**src/rtl/rtc_bus_arb_mux.sv**
```systemverilog
// N-channel RTC bus arbiter with grant hold, registered output mux and hold-timeout.
// Optional macro ARB_ROUND_ROBIN_EN selects round-robin instead of fixed priority.
module rtc_bus_arb_mux #(
    parameter int N_CH     = 4,
    parameter int WIDTH    = 8,
    parameter int MAX_HOLD = 16
) (
    input  logic                  clk,
    input  logic                  reset_n,
    input  logic [N_CH-1:0]       req,
    input  logic [N_CH*WIDTH-1:0] data_in,
    output logic [N_CH-1:0]       grant,
    output logic [WIDTH-1:0]      out_data,
    output logic                  out_valid,
    output logic                  timeout
);

    localparam int IW = $clog2(N_CH);
    localparam int CW = (MAX_HOLD > 0) ? $clog2(MAX_HOLD + 1) : 1;
    localparam logic [CW-1:0] CNT_LAST = CW'((MAX_HOLD > 0) ? MAX_HOLD - 1 : 0);
    localparam logic [IW-1:0] LAST_CH  = IW'(N_CH - 1);

    typedef enum logic {IDLE, OWNED} state_t;

    state_t            state, state_n;
    logic [N_CH-1:0]   grant_n, mask, mask_n, cand;
    logic [WIDTH-1:0]  data_n;
    logic              valid_n, timeout_n;
    logic [CW-1:0]     cnt, cnt_n;
    logic [IW-1:0]     owner, owner_n, win;

    // owner survives release, so it also serves as last_owner for round-robin
    always_comb begin
        cand = req & ~mask;
        win  = '0;
`ifdef ARB_ROUND_ROBIN_EN
        begin
            logic          found;
            logic [IW:0]   sum;
            logic [IW-1:0] idx;
            found = 1'b0;
            for (int unsigned i = 0; i < N_CH; i++) begin
                sum = {1'b0, owner} + (IW+1)'(1) + (IW+1)'(i);
                if (sum >= (IW+1)'(N_CH))
                    sum = sum - (IW+1)'(N_CH);
                idx = IW'(sum);
                if (!found && cand[idx]) begin
                    win   = idx;
                    found = 1'b1;
                end
            end
        end
`else
        for (int unsigned i = 0; i < N_CH; i++) begin
            if (cand[IW'(N_CH - 1 - i)])
                win = IW'(N_CH - 1 - i);
        end
`endif
    end

    always_comb begin
        state_n   = state;
        grant_n   = grant;
        data_n    = out_data;
        valid_n   = out_valid;
        timeout_n = 1'b0;
        cnt_n     = cnt;
        mask_n    = mask;
        owner_n   = owner;
        case (state)
            IDLE: begin
                mask_n  = '0;
                grant_n = '0;
                data_n  = '0;
                valid_n = 1'b0;
                if (cand != '0) begin
                    state_n = OWNED;
                    grant_n = N_CH'(1) << win;
                    data_n  = data_in[int'(win)*WIDTH +: WIDTH];
                    valid_n = 1'b1;
                    cnt_n   = '0;
                    owner_n = win;
                end
            end
            OWNED: begin
                if (!req[owner]) begin
                    state_n = IDLE;
                    grant_n = '0;
                    data_n  = '0;
                    valid_n = 1'b0;
                end else if ((MAX_HOLD != 0) && (cnt == CNT_LAST)) begin
                    state_n   = IDLE;
                    grant_n   = '0;
                    data_n    = '0;
                    valid_n   = 1'b0;
                    timeout_n = 1'b1;
                    mask_n    = grant;
                end else begin
                    data_n = data_in[int'(owner)*WIDTH +: WIDTH];
                    if (cnt != '1)
                        cnt_n = cnt + 1'b1;
                end
            end
            default: state_n = IDLE;
        endcase
    end

    always_ff @(posedge clk or negedge reset_n) begin
        if (!reset_n) begin
            state     <= IDLE;
            grant     <= '0;
            out_data  <= '0;
            out_valid <= 1'b0;
            timeout   <= 1'b0;
            cnt       <= '0;
            mask      <= '0;
            owner     <= LAST_CH;
        end else begin
            state     <= state_n;
            grant     <= grant_n;
            out_data  <= data_n;
            out_valid <= valid_n;
            timeout   <= timeout_n;
            cnt       <= cnt_n;
            mask      <= mask_n;
            owner     <= owner_n;
        end
    end

endmodule

```
**config.mk**
```make
export PLATFORM = sky130hd
export DESIGN_NAME = rtc_bus_arb_mux
export DESIGN_NICKNAME = d
export VERILOG_FILES = /design/src/rtl/rtc_bus_arb_mux.sv
export SDC_FILE = /design/constraint.sdc
export NUM_CORES = 1
export LEC_CHECK = 0
export BUFFER_PORTS_ARGS = -buffer_cell sky130_fd_sc_hd__buf_4
export CORE_MARGIN = 5
export CORE_UTILIZATION = 42
export DETAILED_ROUTE_END_ITERATION = 6
export GPL_TIMING_DRIVEN = 0
export HOLD_SLACK_MARGIN = 0.12
export PLACE_DENSITY = 0.75
export SKIP_CTS_REPAIR_TIMING = 1
export SYNTH_ARGS = -nofsm -noshare
export SYNTH_HDL_FRONTEND = slang
export SYNTH_SLANG_ARGS = --single-unit
```
**constraint.sdc**
```tcl
create_clock -name clk -period 5.8 [get_ports clk]
set_input_delay 0.87 -clock clk [delete_from_list [all_inputs] [get_ports clk]]
set_output_delay 0.87 -clock clk [all_outputs]
set_load 0.02 [all_outputs]
```
### Word level (Yosys, flattened, before mapping)

Cells that the tools add are included.

| storage, ports and cells | value |
|---|---|
| register bits after elaboration | 26 |
| input bits | 38 |
| output and inout bits | 14 |
| logic and storage cells | 60 |

| cells by class | value |
|---|---|
| add/subtract/negate cells | 1 |
| magnitude comparators | 1 |
| equal/unequal tests | 8 |
| shift operators | 3 |
| mux-type cells | 32 |
| bitwise logic cells | 3 |
| reduce and logical (&&, ||, !) cells | 4 |

Operator list:

| operator | number |
|---|---|
| $shiftx A32 B6 Y8 | 2 |
| $mux W8 | 3 |
| $mux W4 | 5 |
| $mux W5 | 4 |
| $pmux W4 S2 | 2 |
| $pmux W8 S2 | 1 |
| $pmux W5 S2 | 1 |
| $mux W1 | 9 |
| $mux W2 | 4 |
| $ne A2 B1 Y1 const B | 3 |
| $add A5 B1 Y5 const B | 1 |
| $eq A5 B4 Y1 const B | 1 |
| $ne A5 B5 Y1 const B | 1 |
| $and A4 B4 Y4 | 1 |
| $ne A2 B2 Y1 const B | 2 |
| $not A4 Y4 | 1 |
| $pmux W1 S2 | 2 |
| $reduce_and A2 Y1 | 2 |
| $reduce_and A4 Y1 | 1 |
| $reduce_bool A4 Y1 | 1 |
| $shl A1 B2 Y4 const A | 1 |
| $lt A2 B3 Y1 const B | 1 |
| $ne A3 B2 Y1 const B | 1 |
| $bmux W1 S2 | 1 |
| $not A1 Y1 | 1 |

### Depth between registers and ports, before layout

Gate-level depths: netlist (run 1).

| depth | value |
|---|---|
| depth in word-level cells | 9 |
| mapped depth | 9 |
| gate-level depth less buffers | 7 |

### Worst setup path before layout (run 1)

OpenSTA, ideal clock, no wires.

| path | value |
|---|---|
| kind | in2reg |
| start | in req[3] |
| end | reg grant[0] |
| library setup time | 0.136 ns |
| data arrival time | 1.921 ns |
| required time | 5.664 ns |
| slack | 3.743 ns |
| cell stages on the path | 6 |
| path buffers | 2 |
| path through | mux4_2 -> and2_4 -> buf_6 -> buf_6 -> nand2_1 -> o21ai_0 |

| on the way | value |
|---|---|
| word-level cells in the longest chain between the ends | 8 |
| elaborated cells on any way between the ends | 13 |
| those cells by class | eq/ne (1); shift (1); mux (9); bitwise (1); reduce/logical (1) |

Ends and longest elaborated chain:

| what | RTL line | source |
|---|---|---|
| start, declared | 10 | `input logic [N_CH-1:0] req,` |
| $and A4 B4 Y4 | 34 | `cand = req & ~mask;` |
| $mux W2 (4 in a row) | 55 | `if (cand[IW'(N_CH - 1 - i)])` |
| $shl A1 B2 Y4 | 78 | `grant_n = N_CH'(1) << win;` |
| $mux W4 | 76 | `if (cand != '0) begin` |
| $pmux W4 S2 | 70 | `case (state)` |
| end signal, assigned | 120 | `grant <= grant_n;` |
| end, declared | 12 | `output logic [N_CH-1:0] grant,` |

Parallel ways exist; a longest one is shown, timed or not. The select of a mux whose other input is x is not followed.
A chain may end at the register's enable or synchronous reset.

### Worst setup path in the final report (run 1)

| path | value |
|---|---|
| start | in req[2] |
| end | reg out_data[0] |

| on the way | value |
|---|---|
| word-level cells in the longest chain between the ends | 7 |
| elaborated cells on any way between the ends | 11 |
| those cells by class | shift (1); mux (8); bitwise (1); reduce/logical (1) |

Ends and longest elaborated chain:

| what | RTL line | source |
|---|---|---|
| $and A4 B4 Y4 | 34 |  |
| $mux W2 (3 in a row) | 55 |  |
| $shiftx A32 B6 Y8 | 79 | `data_n = data_in[int'(win)*WIDTH +: WIDTH];` |
| $mux W8 | 76 |  |
| $pmux W8 S2 (*) | 70 |  |
| net data_n[0] | 27 | `logic [WIDTH-1:0] data_n;` |
| end signal, assigned | 121 | `out_data <= data_n;` |
| end, declared | 13 | `output logic [WIDTH-1:0] out_data,` |

Mark *: on every way through the listed nets, which the timed path passes. The rest lies on a longest branch. The select of a mux whose other input is x is not followed.

==> results of run 1 <==
-- per-stage QoR --
step           area, µm²  setup WS, ps  std cells
3_5_place_dp        2010          3190        248
2_1_floorplan       1560          3740        149
4_1_cts             2080          3460        252
3_3_place_gp        2010          3170        248
6_report            2080          3380        252
5_1_grt             2080          3250        252
-- final cells by class --
cell class / count / area share [%]
clock buffer: 3 / 1.99
sequential: 26 / 31.4
inverter: 5 / 0.904
timing repair buffer: 51 / 18.4
buffer: 7 / 2.41
clock inverter: 1 / 1.45
tap: 48 / 2.89
multi-input combinational: 111 / 40.5
-- final timing paths --
path,end,slack [ps],depth (start not counted)
setup / recovery,out_data[0],3380,6
hold / removal,timeout,480,1
setup reg to reg,grant[1],3740,7
hold reg to reg,out_valid,480,2
max in group asynchronous,owner[1],5030,1
min in group clk,out_valid,480,2
-- power by group through the flow --
stage | combinational (µW) | clock [µW] | sequential (µW)
6_report | 418 | 154 | 270
5_1_grt | 448 | 163 | 278
4_1_cts | 419 | 154 | 270
3_5_place_dp | 415 | 0 | 274
3_3_place_gp | 412 | 0 | 272
2_1_floorplan | 236 | 0 | 314
-- sequential cells by signal (all words and copies together) (netlist names) --
signal     count
cnt            5
grant          4
mask           4
out_data       8
out_valid      1
owner          2
state          1
timeout        1
-- routing by layer --
metal | GRT usage, % | share of wire (%)
met1 | 23.8 | 45
met2 | 25.6 | 48
met3 | 1.99 | 5.4
met4 | 6.68 | 2.1
met5 | 0 | 0
-- synthesized netlist by cell type (all sizes together), types with 2 or more instances --
library cell	number
mux2i	2
nand2	22
dfrtp	24
buf	3
clkbuf	4
nand2b	5
nor2	18
nor2b	3
dfstp	2
mux4	9
a22o	4
a221oi	7
o21ai	4
nand3	6
a21oi	7
and3	2
nand4	4
o41ai	7
inv	5
ha	3
-- kinds of logic (layout without fill, tap and decap cells) --
| kind of cell | after synthesis | in the layout | synth area share, % |
|---|---|---|---|
| compound gates | 34 | 34 | 17.0 |
| buf+inv | 12 | 67 | 4.40 |
| simple gates | 62 | 62 | 18.3 |
| mux | 12 | 12 | 16.2 |
| flops | 26 | 26 | 41.8 |
| fa+ha+maj | 3 | 3 | 2.40 |
==> parameters.txt, run 1 <==
Parameter                              Value

Run status
  Run status    completed

Logic synthesis
  Cell taking the most area after synthesis    dfrtp_1
  Number of nets in the synthesized netlist    190
  Avg Synthesized Cell Area    between 10 and 15 µm²
  Library cells used by synthesis    30
  Dominant cells by area after synthesis    dfrtp_1 38%, mux4_1 8.4%, mux4_2 5.8%
  Count of mapped cells out of synthesis    149
  Most frequently used flop master after synthesis    dfrtp_1
  Number of synthesized flops with an enable pin    0
  Area of the mapped netlist    0.00156 mm²
  Share of Yosys cell area claimed by the top area cell type    between 30% and 40%
  Seq/Total Area, Yosys    41.8%
  Flip-flop and latch count after synthesis    26
  Async set-or-reset flop fraction in the synthesized netlist    100%
  Warnings, synthesis    0

Final layout
  Number of antenna diodes    0
  Area occupied by multi-input gates    841 µm²
  Filler Cell Count    336
  Layout area overhead    32.9%
  Fraction of final layout cells sized beyond drive strength 1    32.8%
  Fin util    57.2%
  Storage element area    roughly 650 µm²
  Most frequent cells in the layout    51 x buf_4, 24 x dfrtp_1, 22 x nand2_1
  Most common library cell in the layout ignoring fill and taps    buf_4
  Nets@finish    246

Critical path
  Crit Reg-Reg Startpoint    owner[0]
  Worst Path Required    5950 ps
  Worst Path Buf+Inv    2
  Crit-path leading delay family    simple AND/OR/NAND/NOR gates
  CP peak stage delay    610 ps
  Cells traversed along the worst timing path    buf_4 > nor2b_1 > clkbuf_1 > nor2_1 > a221oi_1 > o41ai_1
  Category of the worst setup path launch point    input port
  Worst Setup Path Type    input port to flip-flop
  Critical path arrival    approximately 2600 ps
  Largest fanout on the critical path    10
  Worst Setup End Kind    flip-flop
  Worst path slowest cell    nor2_1
  CP startpoint    req[2]

Global routing
  Global-route wire length before repair    6700 µm
  Total GRT Usage    16.6%
  Overall overflow remaining after global route    0
  Pin count of the biggest net entering global routing    27
  Vias in the first global route    1358
  Antenna violations before repair    0

Die
  Die width    ~71 µm
  Overall die area    0.00504 mm²
  Number of ports placed on the die boundary    52
  Placement row count    22
  Core Region    0.00363 mm²
  Die height    71 µm
  Initial Utilization    43.0%

Route
  Violation count after the first detailed-routing iteration    156
  TritonRoute pass-1 iters    4
  Routed len/inst    ~17 µm
  Residual DRC    0
  Antenna-violating nets left    0
  Total Routed Length    4240 µm
  Per-cell via count in the routed design    5.75
  Count of vias placed by the detailed router    ~1400

CTS
  CTS H-tree depth    1
  Num CTS Buffers    3
  Worst-path clk slew    approximately 90 ps
  Maximum buffer depth of the clock tree    2
  Worst-Skew Late Latency    280 ps
  TritonCTS clock tree    built
  Clock sink count    26
  Root buffer cell    clkbuf_8

Power and ir drop
  Leakage    between 0.0009 and 0.001 µW
  Switching fraction of total power    36.6%
  Pint    between 500 and 600 µW
  Flop pwr share    32.0%
  Pwr Density    slightly above 400 mW/mm²
  Reported net switching power    308 µW
  Worst voltage drop across the vdd grid    between 0.00015 and 0.0002 V
  Clock network power share    a little under a fifth
  Combinational power share    about half
  PnR Total Power    842 µW

STA
  Ratio of final minimum period to clock period    around two fifths
  Fin. Hold Viols    0
  Final Slew Violations    0
  Count of final setup violators    0
  Smallest hold slack    about 480 ps
  RSZ-0062 raised after global routing    false
  Worst Max-Slew Pin Slew    about 800 ps
  Max-slew headroom at the worst pin    around half
  Final critical-path required period    2420 ps
  Worst Clk Skew    approximately 3.1 ps
  Achievable Freq    414 MHz
  TNS Setup    0 ps

Hold path
  Worst hold path class    input port to async pin

Place
  Detailed placement HPWL    3120 µm
  RD Place Congestion    0.807
  Count of input and output buffers    51

Job
  Number of max-cap violations    0
Note: power is estimated with default switching activity, not from simulation.
==> inputs of run 2 (changes only) <==
--- a/config.mk
+++ b/config.mk
@@ -11,7 +11,7 @@
 export DETAILED_ROUTE_END_ITERATION = 6
 export GPL_TIMING_DRIVEN = 0
 export HOLD_SLACK_MARGIN = 0.12
-export PLACE_DENSITY = 0.75
+export PLACE_DENSITY = 0.78
 export SKIP_CTS_REPAIR_TIMING = 1
 export SYNTH_ARGS = -nofsm -noshare
 export SYNTH_HDL_FRONTEND = slang
==> constraint.sdc (replaced) <==
create_clock -name clk -period 1.95 [get_ports clk]
set_input_delay 0.2925 -clock clk [delete_from_list [all_inputs] [get_ports clk]]
set_output_delay 0.2925 -clock clk [all_outputs]
set_load 0.02 [all_outputs]
==> parameters.txt, run 2 (synthesized netlist as in run 1, its figures left out) <==
Parameter                              Value

CTS
  Num CTS Buffers    3 (unchanged)
  Clock sink count    26 (unchanged)
  Maximum buffer depth of the clock tree    2 (unchanged)
  Root buffer cell    clkbuf_8
  Worst-Skew Late Latency    270 ps (about the same)
  TritonCTS clock tree    built
  CTS H-tree depth    1 (unchanged)
  Worst-path clk slew    80 ps (about the same)

Hold path
  Worst hold path class    input port to flip-flop
  Worst Min Path Start    data_in[10]

Critical path
  Crit Reg-Reg Startpoint    cnt[0]
  CP startpoint    cnt[0]
  Largest fanout on the critical path    6 (-4)
  Worst Setup Path Type    flip-flop to flip-flop
  Worst Path Required    2110 ps (-3840 ps)
  Worst Setup End Kind    flip-flop
  Critical path arrival    2040 ps (-520 ps)
  Setup slack of the most critical reg-to-reg path    70 ps (-3670 ps)
  Category of the worst setup path launch point    flip-flop

Route
  Routed len/inst    16.0 µm (-4.6%)
  Total Routed Length    4170 µm (-1.5%)
  Per-cell via count in the routed design    5.58 (-2.9%)
  Antenna-violating nets left    0 (unchanged)
  Count of vias placed by the detailed router    1451 (+0.21%)
  Residual DRC    0 (unchanged)
  Violation count after the first detailed-routing iteration    91 (-42%)
  TritonRoute pass-1 iters    5 (+1)

Die
  Core Region    0.00363 mm² (unchanged)
  Die height    71 µm (unchanged)
  Placement row count    22 (unchanged)
  Number of ports placed on the die boundary    52 (unchanged)
  Die width    71 µm (unchanged)
  Initial Utilization    43.0% (unchanged)
  Overall die area    0.00504 mm² (unchanged)

Job
  Number of max-cap violations    0 (unchanged)

Place
  RD Place Congestion    0.779 (-3.5%)
  Detailed placement HPWL    3040 µm (-2.5%)
  Number of instances in the placed design    248 (unchanged)
  Count of input and output buffers    51 (unchanged)
  Placement Cell Area    0.00201 mm² (unchanged)

Final layout
  Storage element area    653 µm² (unchanged)
  Layout area overhead    38.4%
  Most frequent cells in the layout    58 x buf_4, 24 x dfrtp_1, 22 x nand2_1
  Flip-flop count of the largest register after layout    8 (unchanged)
  Nets@finish    254 (+3.3%)
  Post-route standard cell area excluding fillers    0.00216 mm² (+4.2%)
  Fraction of final layout cells sized beyond drive strength 1    37.3% (+4.4 points)
  Number of antenna diodes    0 (unchanged)
  Area occupied by multi-input gates    872 µm² (+3.7%)
  Fin util    59.5% (+2.4 points)
  Filler Cell Count    324 (-3.6%)
  Number of standard cells in the final layout excluding fillers    260 (+3.2%)
  Largest Register    out_data
  Most common library cell in the layout ignoring fill and taps    buf_4
  Largest regs    out_data: 8 flops, cnt: 5 flops

STA
  Count of final setup violators    0 (unchanged)
  Worst Clk Skew    3.60 ps (+0.502 ps)
  Final critical-path required period    1880 ps
  Achievable Freq    532 MHz
  Ratio of final minimum period to clock period    96.4%
  Fin. Hold Viols    0 (unchanged)
  Max-slew headroom at the worst pin    63.9% (+16 points)
  TNS Setup    0 ps (unchanged)
  Final Slew Violations    0 (unchanged)
  Worst Max-Slew Pin Slew    542 ps (-237 ps)

Global routing
  Vias in the first global route    1356 (-0.15%)
  Pin count of the biggest net entering global routing    27 (unchanged)
  Overall overflow remaining after global route    0 (unchanged)
  Global-route wire length before repair    6420 µm (-4.2%)
  Antenna violations before repair    0 (unchanged)
  Total GRT Usage    16.0% (-0.70 points)

Power and ir drop
  Pwr Density    1160 mW/mm² (+190%)
  Worst voltage drop across the vdd grid    0.000500 V (+200%)
  Leakage    0.00103 µW (+4.3%)

Run status
  Run status    completed
[run 2: cell count changes in the layout (fill, tap and decap cells not counted), sizes merged]
| cell | previous run | this run |
|---|---|---|
| dlygate4sd3 | 0 | 1 |
| bufinv | 1 | 0 |
| clkbuf | 7 | 8 |
| buf | 54 | 61 |
[run 2: final cells by class]
type / instances / area share (%)
well taps: 48 / 2.78
repair buffers: 59 / 20.6
plain buffers: 7 / 2.72
multi-input cells: 111 / 40.3
inverters: 5 / 0.868
clock buffers: 4 / 2.54
flip-flops and latches: 26 / 30.2
[run 2: worst max-delay path, stage by stage, from the launching register on]
cell	delay, ps
dfrtp_1	390
ha_1	210
and3_2	250
ha_4	200
nor2b_4	110
and2_4	140
buf_6	120
a21boi_4	60
mux2_1	290
[run 2: through the flow]
stage	power, µW	worst slack (ps)	hold WS [ps]
detailed placement	2050	-51.5	220
CTS	2400	-65.4	-77.9
global route	2680	-7.49	310
global placement	2040	-70.2	219
finish	2520	69.6	320
floorplan	1640	70.7	-3.09
[run 2: final timing paths]
| check | to | depth (start not counted) |
|---|---|---|
| max reg2reg | cnt[0] | 8 |
| max in group asynchronous | owner[1] | 2 |
| min | out_data[2] | 3 |
| max | cnt[0] | 8 |
| min reg2reg | cnt[3] | 1 |
| min in group asynchronous | grant[2] | 2 |
[run 2: power breakdown]
part	internal [µW]	total [µW]	switching, µW
logic	704	1370	662
clock network	181	343	162
registers	716	809	93.1
total	1600	2520	917
[run 2: per-layer routing]
metal	track usage (%)	share of wire, %	wire length (µm)	vias to the layer above
met3	3.13	5.2	215	11
li1	-	-	-	691
met2	27.8	52	2180	49
met4	4.80	1.7	69	0
met1	19.9	41	1700	700
met5	0	0	0	-
==> inputs of run 3 (changes only) <==
--- a/config.mk
+++ b/config.mk
@@ -5,13 +5,14 @@
 export SDC_FILE = /design/constraint.sdc
 export NUM_CORES = 1
 export LEC_CHECK = 0
+export ABC_AREA = 1
 export BUFFER_PORTS_ARGS = -buffer_cell sky130_fd_sc_hd__buf_4
 export CORE_MARGIN = 5
 export CORE_UTILIZATION = 42
 export DETAILED_ROUTE_END_ITERATION = 6
 export GPL_TIMING_DRIVEN = 0
 export HOLD_SLACK_MARGIN = 0.12
-export PLACE_DENSITY = 0.78
+export PLACE_DENSITY = 0.77
 export SKIP_CTS_REPAIR_TIMING = 1
 export SYNTH_ARGS = -nofsm -noshare
 export SYNTH_HDL_FRONTEND = slang
==> parameters.txt, run 3 <==
Parameter                              Value

Route
  Per-cell via count in the routed design    5.19 (-7.0%)
  TritonRoute pass-1 iters    5 (unchanged)
  Residual DRC    0 (unchanged)
  Violation count after the first detailed-routing iteration    139 (+53%)
  Antenna-violating nets left    0 (unchanged)
  Total Routed Length    4770 µm (+14%)
  Routed len/inst    13.7 µm (-15%)
  Count of vias placed by the detailed router    1812 (+25%)

Logic synthesis
  Share of Yosys cell area claimed by the top area cell type    35.3% (-3.1 points)
  Async set-or-reset flop fraction in the synthesized netlist    100% (unchanged)
  Most frequently used flop master after synthesis    dfrtp_1
  Avg Synthesized Cell Area    7.00 µm² (-33%)
  Most numerous cell in the Yosys netlist    nand2_1
  Flip-flop and latch count after synthesis    26 (unchanged)
  Dominant cells by area after synthesis    dfrtp_1 35%, nand2_1 11%, o21ai_0 10%
  Warnings, synthesis    0 (unchanged)
  Seq/Total Area, Yosys    38.4% (-3.4 points)
  Cell taking the most area after synthesis    dfrtp_1
  Number of nets in the synthesized netlist    284 (+49%)
  Area of the mapped netlist    0.00170 mm² (+8.9%)
  Count of mapped cells out of synthesis    243 (+63%)
  Number of synthesized flops with an enable pin    0 (unchanged)
  Top cells by count, synth    49 x nand2_1, 35 x o21ai_0, 32 x nand3_1, 29 x nor2_1, 28 x inv_1
  Library cells used by synthesis    28 (-6.7%)

CTS
  Worst-path clk slew    90 ps (about the same)
  TritonCTS clock tree    built
  CTS H-tree depth    1 (unchanged)
  Clock sink count    26 (unchanged)
  Maximum buffer depth of the clock tree    2 (unchanged)
  Num CTS Buffers    3 (unchanged)
  Root buffer cell    clkbuf_8
  Worst-Skew Late Latency    270 ps (about the same)

Global routing
  Global routing usage on met2    29.8% (+2.0 points)
  Antenna violations before repair    0 (unchanged)
  GR Util met1    25.3% (+5.3 points)
  Global routing met3 resource utilization    3.83% (+0.71 points)
  Overall overflow remaining after global route    0 (unchanged)
  Global-route wire length before repair    7890 µm (+23%)
  Peak-usage layer in the global routing report    met2
  Total GRT Usage    18.5% (+2.6 points)
  Vias in the first global route    1759 (+30%)
  Pin count of the biggest net entering global routing    27 (unchanged)

STA
  Max-slew headroom at the worst pin    69.2% (+5.3 points)
  Setup ws final    205 ps (+136 ps)
  RSZ-0062 raised after global routing    false
  Worst Max-Slew Pin Slew    462 ps (-79.7 ps)
  Ratio of final minimum period to clock period    89.5% (-7.0 points)
  TNS Setup    0 ps (unchanged)
  Worst Clk Skew    4.12 ps (+0.521 ps)
  Fin. Hold Viols    0 (unchanged)
  Final Slew Violations    0 (unchanged)
  Achievable Freq    573 MHz (+7.8%)
  Count of final setup violators    0 (unchanged)
  Final critical-path required period    1740 ps (-136 ps)

Final layout
  Nets@finish    341 (+34%)
  Most frequent cells in the layout    52 x buf_4, 49 x nand2_1, 35 x o21ai_0
  Number of antenna diodes    0 (unchanged)
  Most common library cell in the layout ignoring fill and taps    buf_4
  Fraction of final layout cells sized beyond drive strength 1    25.1% (-12 points)
  Area occupied by multi-input gates    880 µm² (+0.86%)
  Largest Register    out_data
  Largest regs    out_data: 8 flops, cnt: 5 flops
  Post-route standard cell area excluding fillers    0.00223 mm² (+3.1%)
  Flip-flop count of the largest register after layout    8 (unchanged)
  Filler Cell Count    388 (+20%)
  Layout area overhead    31.0%
  Storage element area    653 µm² (unchanged)

Die
  Placement row count    23 (+4.5%)
  Overall die area    0.00542 mm² (+7.6%)
  Die width    73.7 µm (+3.7%)
  Number of ports placed on the die boundary    52 (unchanged)
  Initial Utilization    42.8% (-0.16 points)
  Core Region    0.00397 mm² (+9.3%)
  Die height    73.7 µm (+3.7%)

Critical path
  Largest fanout on the critical path    10 (+4)
  Cell count of the worst reg-to-reg path    9 (+1)
  Setup slack of the most critical reg-to-reg path    210 ps (+140 ps)
  Critical path arrival    1950 ps (-90 ps)
  Worst Setup End Kind    flip-flop
  Category of the worst setup path launch point    flip-flop
  Worst Path Required    2160 ps (+50 ps)
  Crit Reg-Reg Startpoint    cnt[0]
  Worst Setup Path Type    flip-flop to flip-flop
  Reg2Reg Capture Point    out_data[2]

Hold path
  Worst hold path class    input port to flip-flop
  Worst Hold Path EP    out_data[1]
  Number of cells on the worst hold path    5 (+2)
  Worst Min Path Start    data_in[1]

Place
  Detailed placement HPWL    3580 µm (+18%)
  Placement Cell Area    0.00215 mm² (+7.0%)
  RD Place Congestion    0.840 (+7.8%)
  Count of input and output buffers    51 (unchanged)
  Worst setup timing slack at the placement stage    215 ps (+267 ps)

Power and ir drop
  Worst voltage drop across the vdd grid    0.000672 V (+34%)
  Pwr Density    1140 mW/mm² (-1.9%)
  Leakage    0.00116 µW (+13%)

Job
  Number of max-cap violations    0 (unchanged)

Run status
  Run status    completed
[run 3: worst max path at each step]
stage	from	endpoint	slack, ps
finish	cnt[0]	out_data[2]	210
global route	cnt[0]	out_data[2]	50
CTS	cnt[0]	out_data[2]	190
detailed placement	cnt[0]	out_data[2]	220
global placement	cnt[0]	out_data[2]	240
floorplan	cnt[0]	cnt[3]	440
[run 3: stage by stage]
step           total power, µW  utilization [%]  instances  hold WS [ps]
6_report                  2550             56.1        349           332
5_1_grt                   2760             56.1        349           346
4_1_cts                   2560             55.9        348         -78.4
3_5_place_dp              2100             54.1        344           226
3_3_place_gp              2090             54.1        344           227
2_1_floorplan             1650                -        243         -3.09
[run 3: per-layer routing]
layer | share of wire, % | vias up
met5 | 0 | -
met4 | 1.2 | 0
met3 | 9.2 | 6
met2 | 49 | 83
met1 | 41 | 807
li1 | - | 916
[run 3: logic make-up (layout without fill, tap and decap cells)]
kind of cell             Yosys count  after routing  share of synthesized area [%]
adder cells (fa/ha/maj)            3              3                           2.21
AND/OR/NAND/NOR                  121            121                           31.3
XOR/XNOR                           1              1                          0.515
flip-flops                        26             26                           38.4
AO/OA/AOI/OAI                     55             55                           17.7
buffers and inverters             37             93                           9.93
[run 3: area by class of cell]
type,count,share of cell area (%)
multi-input cells,180,39.5
flip-flops and latches,26,29.3
repair buffers,52,17.6
inverters,30,5.50
well taps,50,2.81
plain buffers,7,2.13
clock buffers,3,1.85
clock inverters,1,1.35
[run 3: where the power goes]
part	leakage, µW	switching [µW]	internal (µW)	total [µW]
clock network	0.0000357	170	274	444
registers	0.000337	86.4	707	794
logic	0.000790	825	483	1310
[run 3: critical path: stages, from the launching register on]
cell and delay (ps):
dfrtp_1 420, ha_1 220, nand2_1 80, nor2_1 60, ha_1 210, nor2_1 200
nand2_2 150, inv_4 150, o21ai_0 100, nand2_1 80
